## config.mk

```make
export PLATFORM = sky130hd
export DESIGN_NAME = icache_refill_ctrl
export DESIGN_NICKNAME = d
export VERILOG_FILES = /design/src/rtl/icache_pkg.sv /design/src/rtl/icache_refill_ctrl_rr.sv /design/src/rtl/icache_refill_ctrl.sv
export SDC_FILE = /design/constraint.sdc
export NUM_CORES = 1
export LEC_CHECK = 0
export CAP_MARGIN = 20
export CORE_ASPECT_RATIO = 1.1
export CORE_UTILIZATION = 39
export CTS_BUF_LIST = sky130_fd_sc_hd__clkbuf_16
export DETAILED_ROUTE_END_ITERATION = 12
export PLACE_DENSITY = 0.86
export SLEW_MARGIN = 10
export SYNTH_ARGS = -nofsm -noshare
export SYNTH_HDL_FRONTEND = slang
export SYNTH_SLANG_ARGS = --single-unit
```

## constraint.sdc

```tcl
create_clock -name clk -period 5.2 [get_ports clk]
set_input_delay 1.56 -clock clk [delete_from_list [all_inputs] [get_ports clk]]
set_output_delay 1.56 -clock clk [all_outputs]
set_load 0.1 [all_outputs]
```

## src/rtl/icache_pkg.sv

```systemverilog
// Shared types and address-field helpers for the instruction cache and its refill controller.
package icache_pkg;

  typedef enum logic [2:0] {
    ST_IDLE   = 3'd0,
    ST_REQ    = 3'd1,
    ST_FILL   = 3'd2,
    ST_COMMIT = 3'd3,
    ST_FLUSH  = 3'd4
  } state_t;

  function automatic int idx_width(input int num_blocks, input int n);
    return $clog2(num_blocks / n);
  endfunction

  function automatic int boff_width(input int words_per_block);
    return $clog2(words_per_block);
  endfunction

  function automatic int byte_width(input int word_size);
    return $clog2(word_size);
  endfunction

  function automatic int way_width(input int n);
    return (n > 1) ? $clog2(n) : 1;
  endfunction

  function automatic int tag_width(input int addr_w, input int num_blocks, input int n,
                                   input int words_per_block, input int word_size);
    return addr_w - idx_width(num_blocks, n) - boff_width(words_per_block) - byte_width(word_size);
  endfunction

  // Extracts a field (tag, index or word offset) from a byte address, given its LSB and width.
  function automatic logic [63:0] addr_field(input logic [63:0] addr, input int lsb, input int width);
    return (addr >> lsb) & ((64'd1 << width) - 64'd1);
  endfunction

endpackage

```

## src/rtl/icache_refill_ctrl_rr.sv

```systemverilog
// Per-set round-robin victim pointers: one read port, one advance port, and a clear-all.
module rr_victim_sel #(
  parameter int NUM_SETS = 4,
  parameter int N        = 4,
  parameter int IDX_W    = 2,
  parameter int WAY_W    = 2
) (
  input  logic             clk,
  input  logic             resetn,
  input  logic [IDX_W-1:0] i_rd_set,
  output logic [WAY_W-1:0] o_rd_way,
  input  logic             i_adv_en,
  input  logic [IDX_W-1:0] i_adv_set,
  input  logic             i_clr
);

  logic [WAY_W-1:0] r_ptr [NUM_SETS];

  assign o_rd_way = r_ptr[i_rd_set];

  // Clear wins over advance; wrap is explicit so non-power-of-two N still works.
  always_ff @(posedge clk or negedge resetn) begin
    if (!resetn) begin
      for (int i = 0; i < NUM_SETS; i++) r_ptr[i] <= '0;
    end else if (i_clr) begin
      for (int i = 0; i < NUM_SETS; i++) r_ptr[i] <= '0;
    end else if (i_adv_en) begin
      r_ptr[i_adv_set] <= (r_ptr[i_adv_set] == WAY_W'(N - 1)) ? '0 : r_ptr[i_adv_set] + WAY_W'(1);
    end
  end

endmodule

```

## src/rtl/icache_refill_ctrl.sv

```systemverilog
// I-cache miss handler: requests the missing line, streams beats into the victim way,
// commits tag/valid once the whole line is in, and sequences full-cache flushes.
module icache_refill_ctrl
  import icache_pkg::*;
#(
  parameter  int ADDRESS_WIDTH   = 32,
  parameter  int N               = 4,
  parameter  int WORDS_PER_BLOCK = 4,
  parameter  int NUM_BLOCKS      = 16,
  parameter  int WORD_SIZE       = 4,
  localparam int NUM_SETS        = NUM_BLOCKS / N,
  localparam int IDX_W           = idx_width(NUM_BLOCKS, N),
  localparam int BOFF_W          = boff_width(WORDS_PER_BLOCK),
  localparam int BYTE_W          = byte_width(WORD_SIZE),
  localparam int TAG_W           = tag_width(ADDRESS_WIDTH, NUM_BLOCKS, N, WORDS_PER_BLOCK, WORD_SIZE),
  localparam int WAY_W           = way_width(N)
) (
  input  logic                     clk,
  input  logic                     resetn,
  input  logic                     i_fetch_valid,
  input  logic [ADDRESS_WIDTH-1:0] i_fetch_addr,
  input  logic                     i_cache_hit,
  input  logic                     i_flush_req,
  output logic                     o_stall,
  output logic                     o_mem_req_valid,
  input  logic                     i_mem_req_ready,
  output logic [ADDRESS_WIDTH-1:0] o_mem_req_addr,
  input  logic                     i_mem_resp_valid,
  input  logic [31:0]              i_mem_resp_data,
  output logic                     o_fill_we,
  output logic [IDX_W-1:0]         o_fill_set,
  output logic [WAY_W-1:0]         o_fill_way,
  output logic [BOFF_W-1:0]        o_fill_word,
  output logic [31:0]              o_fill_data,
  output logic                     o_commit,
  output logic [TAG_W-1:0]         o_commit_tag,
  output logic                     o_inv_we,
  output logic                     o_busy_flush,
  output logic [2:0]               o_state
);

  // Handshake: the line request transfers on a cycle where o_mem_req_valid && i_mem_req_ready;
  // valid and address hold steady until then. Response beats have no back-pressure.

  state_t             r_state, w_next;
  logic [TAG_W-1:0]   r_tag;
  logic [IDX_W-1:0]   r_idx;
  logic [BOFF_W-1:0]  r_beat;
  logic [IDX_W-1:0]   r_fset;
  logic               r_flush_pend;
  logic               w_miss, w_rr_adv, w_rr_clr;
  logic [WAY_W-1:0]   w_way;
  logic [TAG_W-1:0]   w_fetch_tag;
  logic [IDX_W-1:0]   w_fetch_idx;

  assign w_miss      = i_fetch_valid && !i_cache_hit;
  assign w_fetch_tag = TAG_W'(addr_field(64'(i_fetch_addr), IDX_W + BOFF_W + BYTE_W, TAG_W));
  assign w_fetch_idx = IDX_W'(addr_field(64'(i_fetch_addr), BOFF_W + BYTE_W, IDX_W));
  assign o_stall     = (r_state != ST_IDLE) || w_miss || i_flush_req;
  assign o_state     = r_state;

  rr_victim_sel #(
    .NUM_SETS (NUM_SETS),
    .N        (N),
    .IDX_W    (IDX_W),
    .WAY_W    (WAY_W)
  ) u_rr (
    .clk       (clk),
    .resetn    (resetn),
    .i_rd_set  (r_idx),
    .o_rd_way  (w_way),
    .i_adv_en  (w_rr_adv),
    .i_adv_set (r_idx),
    .i_clr     (w_rr_clr)
  );

  always_comb begin
    w_next          = r_state;
    o_mem_req_valid = 1'b0;
    o_mem_req_addr  = '0;
    o_fill_we       = 1'b0;
    o_fill_set      = '0;
    o_fill_way      = '0;
    o_fill_word     = '0;
    o_fill_data     = '0;
    o_commit        = 1'b0;
    o_commit_tag    = '0;
    o_inv_we        = 1'b0;
    o_busy_flush    = 1'b0;
    w_rr_adv        = 1'b0;
    w_rr_clr        = 1'b0;
    case (r_state)
      ST_IDLE: begin
        if (w_miss)           w_next = ST_REQ;
        else if (i_flush_req) w_next = ST_FLUSH;
      end
      ST_REQ: begin
        o_mem_req_valid = 1'b1;
        o_mem_req_addr  = {r_tag, r_idx, {(BOFF_W + BYTE_W){1'b0}}};
        if (i_mem_req_ready) w_next = ST_FILL;
      end
      ST_FILL: begin
        o_fill_set = r_idx;
        o_fill_way = w_way;
        if (i_mem_resp_valid) begin
          o_fill_we   = 1'b1;
          o_fill_word = r_beat;
          o_fill_data = i_mem_resp_data;
          if (r_beat == BOFF_W'(WORDS_PER_BLOCK - 1)) w_next = ST_COMMIT;
        end
      end
      ST_COMMIT: begin
        o_commit     = 1'b1;
        o_commit_tag = r_tag;
        o_fill_set   = r_idx;
        o_fill_way   = w_way;
        w_rr_adv     = 1'b1;
        w_next       = (r_flush_pend || i_flush_req) ? ST_FLUSH : ST_IDLE;
      end
      ST_FLUSH: begin
        o_inv_we     = 1'b1;
        o_busy_flush = 1'b1;
        o_fill_set   = r_fset;
        if (r_fset == IDX_W'(NUM_SETS - 1)) begin
          w_rr_clr = 1'b1;
          w_next   = ST_IDLE;
        end
      end
      default: w_next = ST_IDLE;
    endcase
  end

  always_ff @(posedge clk or negedge resetn) begin
    if (!resetn) begin
      r_state      <= ST_IDLE;
      r_tag        <= '0;
      r_idx        <= '0;
      r_beat       <= '0;
      r_fset       <= '0;
      r_flush_pend <= 1'b0;
    end else begin
      r_state <= w_next;
      if (r_state == ST_IDLE && w_miss) begin
        r_tag <= w_fetch_tag;
        r_idx <= w_fetch_idx;
        if (i_flush_req) r_flush_pend <= 1'b1;
      end
      if (i_flush_req && (r_state == ST_REQ || r_state == ST_FILL || r_state == ST_COMMIT))
        r_flush_pend <= 1'b1;
      if (r_state == ST_REQ && i_mem_req_ready) r_beat <= '0;
      if (r_state == ST_FILL && i_mem_resp_valid) r_beat <= r_beat + BOFF_W'(1);
      if (r_state == ST_FLUSH) r_fset <= r_fset + IDX_W'(1);
      // Entering a flush consumes the pending request and restarts the set walk.
      if (w_next == ST_FLUSH && r_state != ST_FLUSH) begin
        r_flush_pend <= 1'b0;
        r_fset       <= '0;
      end
    end
  end

endmodule

```

==> out/results.tsv <==
metric	value	unit
first_global_vias	2280	
slew_headroom	0.351	
peakVddDrop	0.308	mV
cap_violations	0	
ctsRootBufferMaster	clkbuf_16	
die-height	89.1	um
powerDensity	467	nW/um2
report.final.slew_viol_count	0	
instances_no_fill	493	
power.share.clock	0.134	
synthCells	253	
pin_count	176	
grt_pass1_wl	11.0	mm
reg2reg_depth	4	
yosysSeqAreaShare	0.409	
switching_share	0.497	
synth-edff-count	0	
wl_per_cell	14.2	um
tritoncts	built	
status	finished, final reports clean	
mostFrequentLayoutCell	and2_1	
intPower	0.00111	W
tns	0	ns
hold_viol	0	
clock_skew	0.00663	ns
hold_class	reg -> reg	
n_fill_cell	508	
cts_htree_levels	2	
setup_violations	0	
post-route-period-util	0.893	
drtIter0Drc	114	
antennaDiodeCount	0	
routed_wl	7.02	mm
dr_total_vias	2379	
p_sw	0.00110	W
track_usage	0.198	
clk_latency	0.28	ns
clkTransAtPathRegs	0.06	ns
syn_avg_cell_area	10.6	um2
worstMarginPinSlew	0.971	ns
hold_path_depth	1	
rsz0062_at_grt	false	
arrival	3.08	ns
ys_types	37	
final_nets	483	
port_buffers	167	
grt.overflow.total	0	
clock_sinks	44	
place_ws	0.543	ns
antenna_found_initial	0	
synth-seq-cells	44	
worstSetupStartpointType	input port	
cp.required	3.64	ns
power.leakage	2.17	nW
max_clock_freq	215	MHz
start_util	0.406	
timing.final.ws_setup	0.556	ns
num_rows	31	
place_hpwl	5.56	mm
async_flop_share	1.00	
layout_common_cells	and2_1 (91), clkdlybuf4s50_1 (74), buf_4 (60), dfrtp_1 (44), buf_12 (36)	
vias_per_cell	4.83	
ant_nets	0	
syn_to_final_growth	75.3	%
fin_crit	4.64	ns
clock_path_buffers	2	
firstDrtPassIters	4	
cts-buffers-inserted	5	
crit_fanout	36	
die_x	81.2	um
synth-main-ff-cell	dfrtp_1	
end_kind	output port	
syn_area	2690	um2
power.share.combinational	0.570	
critPathKind	in -> out	
ys_warn_count	0	
grt_start_max_net_pins	45	
gp_routability_congestion	0.748	
drc	0	
core	6630	um2
cts.repair.resized	0	
hold_buffers	0	
dp_cells	484	
post_cts_buffers	0	
dieArea	7240	um2
drive_gt1_frac	0.338	
p_seq_frac	0.297	
==> sequential cells by signal, indices dropped and copies added, names as in the netlist <==
name          cells
o_state           3
r_beat            2
r_flush_pend      1
r_fset            2
r_idx             2
r_tag            26
u_rr.r_ptr        8
==> worst paths after layout <==
check	from	endpoint	slack [ns]
setup / recovery	i_mem_resp_valid	o_fill_data[16]	0.56
hold / removal	r_tag[7]$_DFFE_PN0P_	r_tag[7]$_DFFE_PN0P_	0.51
setup reg to reg	o_state[1]$_DFF_PN0_	r_tag[1]$_DFFE_PN0P_	2.86
hold reg to reg	r_tag[7]$_DFFE_PN0P_	r_tag[7]$_DFFE_PN0P_	0.51
max in group asynchronous	resetn	r_tag[4]$_DFFE_PN0P_	3.62
min in group asynchronous	resetn	u_rr.r_ptr[7]$_DFFE_PN0P_	1.12
==> metal layers <==
metal	vias to the layer above	wire length, um	part of all wire	global-route usage
li1	1136	-	-	-
met1	1136	2600	0.37	0.218
met2	105	3880	0.55	0.376
met3	2	506	0.072	0.0531
met4	0	40	0.0057	0.0438
met5	-	0	0	0
==> cell type report <==
class | instances | area, um2 | area share
inverter | 2 | 7.51 | 0.00159
tap | 82 | 103 | 0.0217
timing repair buffer | 171 | 1920 | 0.406
sequential | 44 | 1100 | 0.233
clock inverter | 3 | 15.0 | 0.00318
clock buffer | 5 | 125 | 0.0265
multi-input combinational | 186 | 1450 | 0.308
==> kinds of logic after synthesis <==
kind of cell | share of synthesized area
flip-flops | 0.409
AND/OR/NAND/NOR | 0.281
AO/OA/AOI/OAI | 0.0404
adder cells (fa/ha/maj) | 0.00929
multiplexers | 0.184
buffers and inverters | 0.0581
other | 0.00139
XOR/XNOR | 0.0163
==> metrics by stage <==
step | util | power, W | hold slack (ns) | area, um2
after floorplan | - | 0.00161 | 0.482 | 2700
after global placement | 0.687 | 0.00189 | 0.497 | 4560
after detailed placement | 0.687 | 0.00192 | 0.507 | 4560
after CTS | 0.709 | 0.00222 | 0.520 | 4700
after global routing | 0.712 | 0.00231 | 0.542 | 4720
final | 0.712 | 0.00220 | 0.512 | 4720
==> power by group through the flow <==
stage	clock network, W	registers (W)	logic, W
floorplan	0	0.000638	0.000975
global placement	0	0.000648	0.00124
detailed placement	0	0.000658	0.00126
CTS	0.000302	0.000655	0.00126
global route	0.000321	0.000680	0.00131
finish	0.000295	0.000654	0.00126
==> worst max-delay path: stages <==
cell,delay (ns)
clkdlybuf4s50_1,0.45
and4bb_2,0.59
and2_1,0.28
buf_12,0.19
==> Yosys cell counts (3+ instances only) <==
cell,number,area [um2]
and2_1,91,569
dfrtp_1,44,1100
mux2_2,21,236
clkbuf_1,11,41.3
nand2_1,11,41.3
mux2_4,9,135
mux2i_1,8,80.1
buf_4,6,45.0
a22o_1,5,43.8
xnor2_1,5,43.8
nand2b_1,4,25.0
buf_2,3,15.0
(Power assumes the default switching activity.)
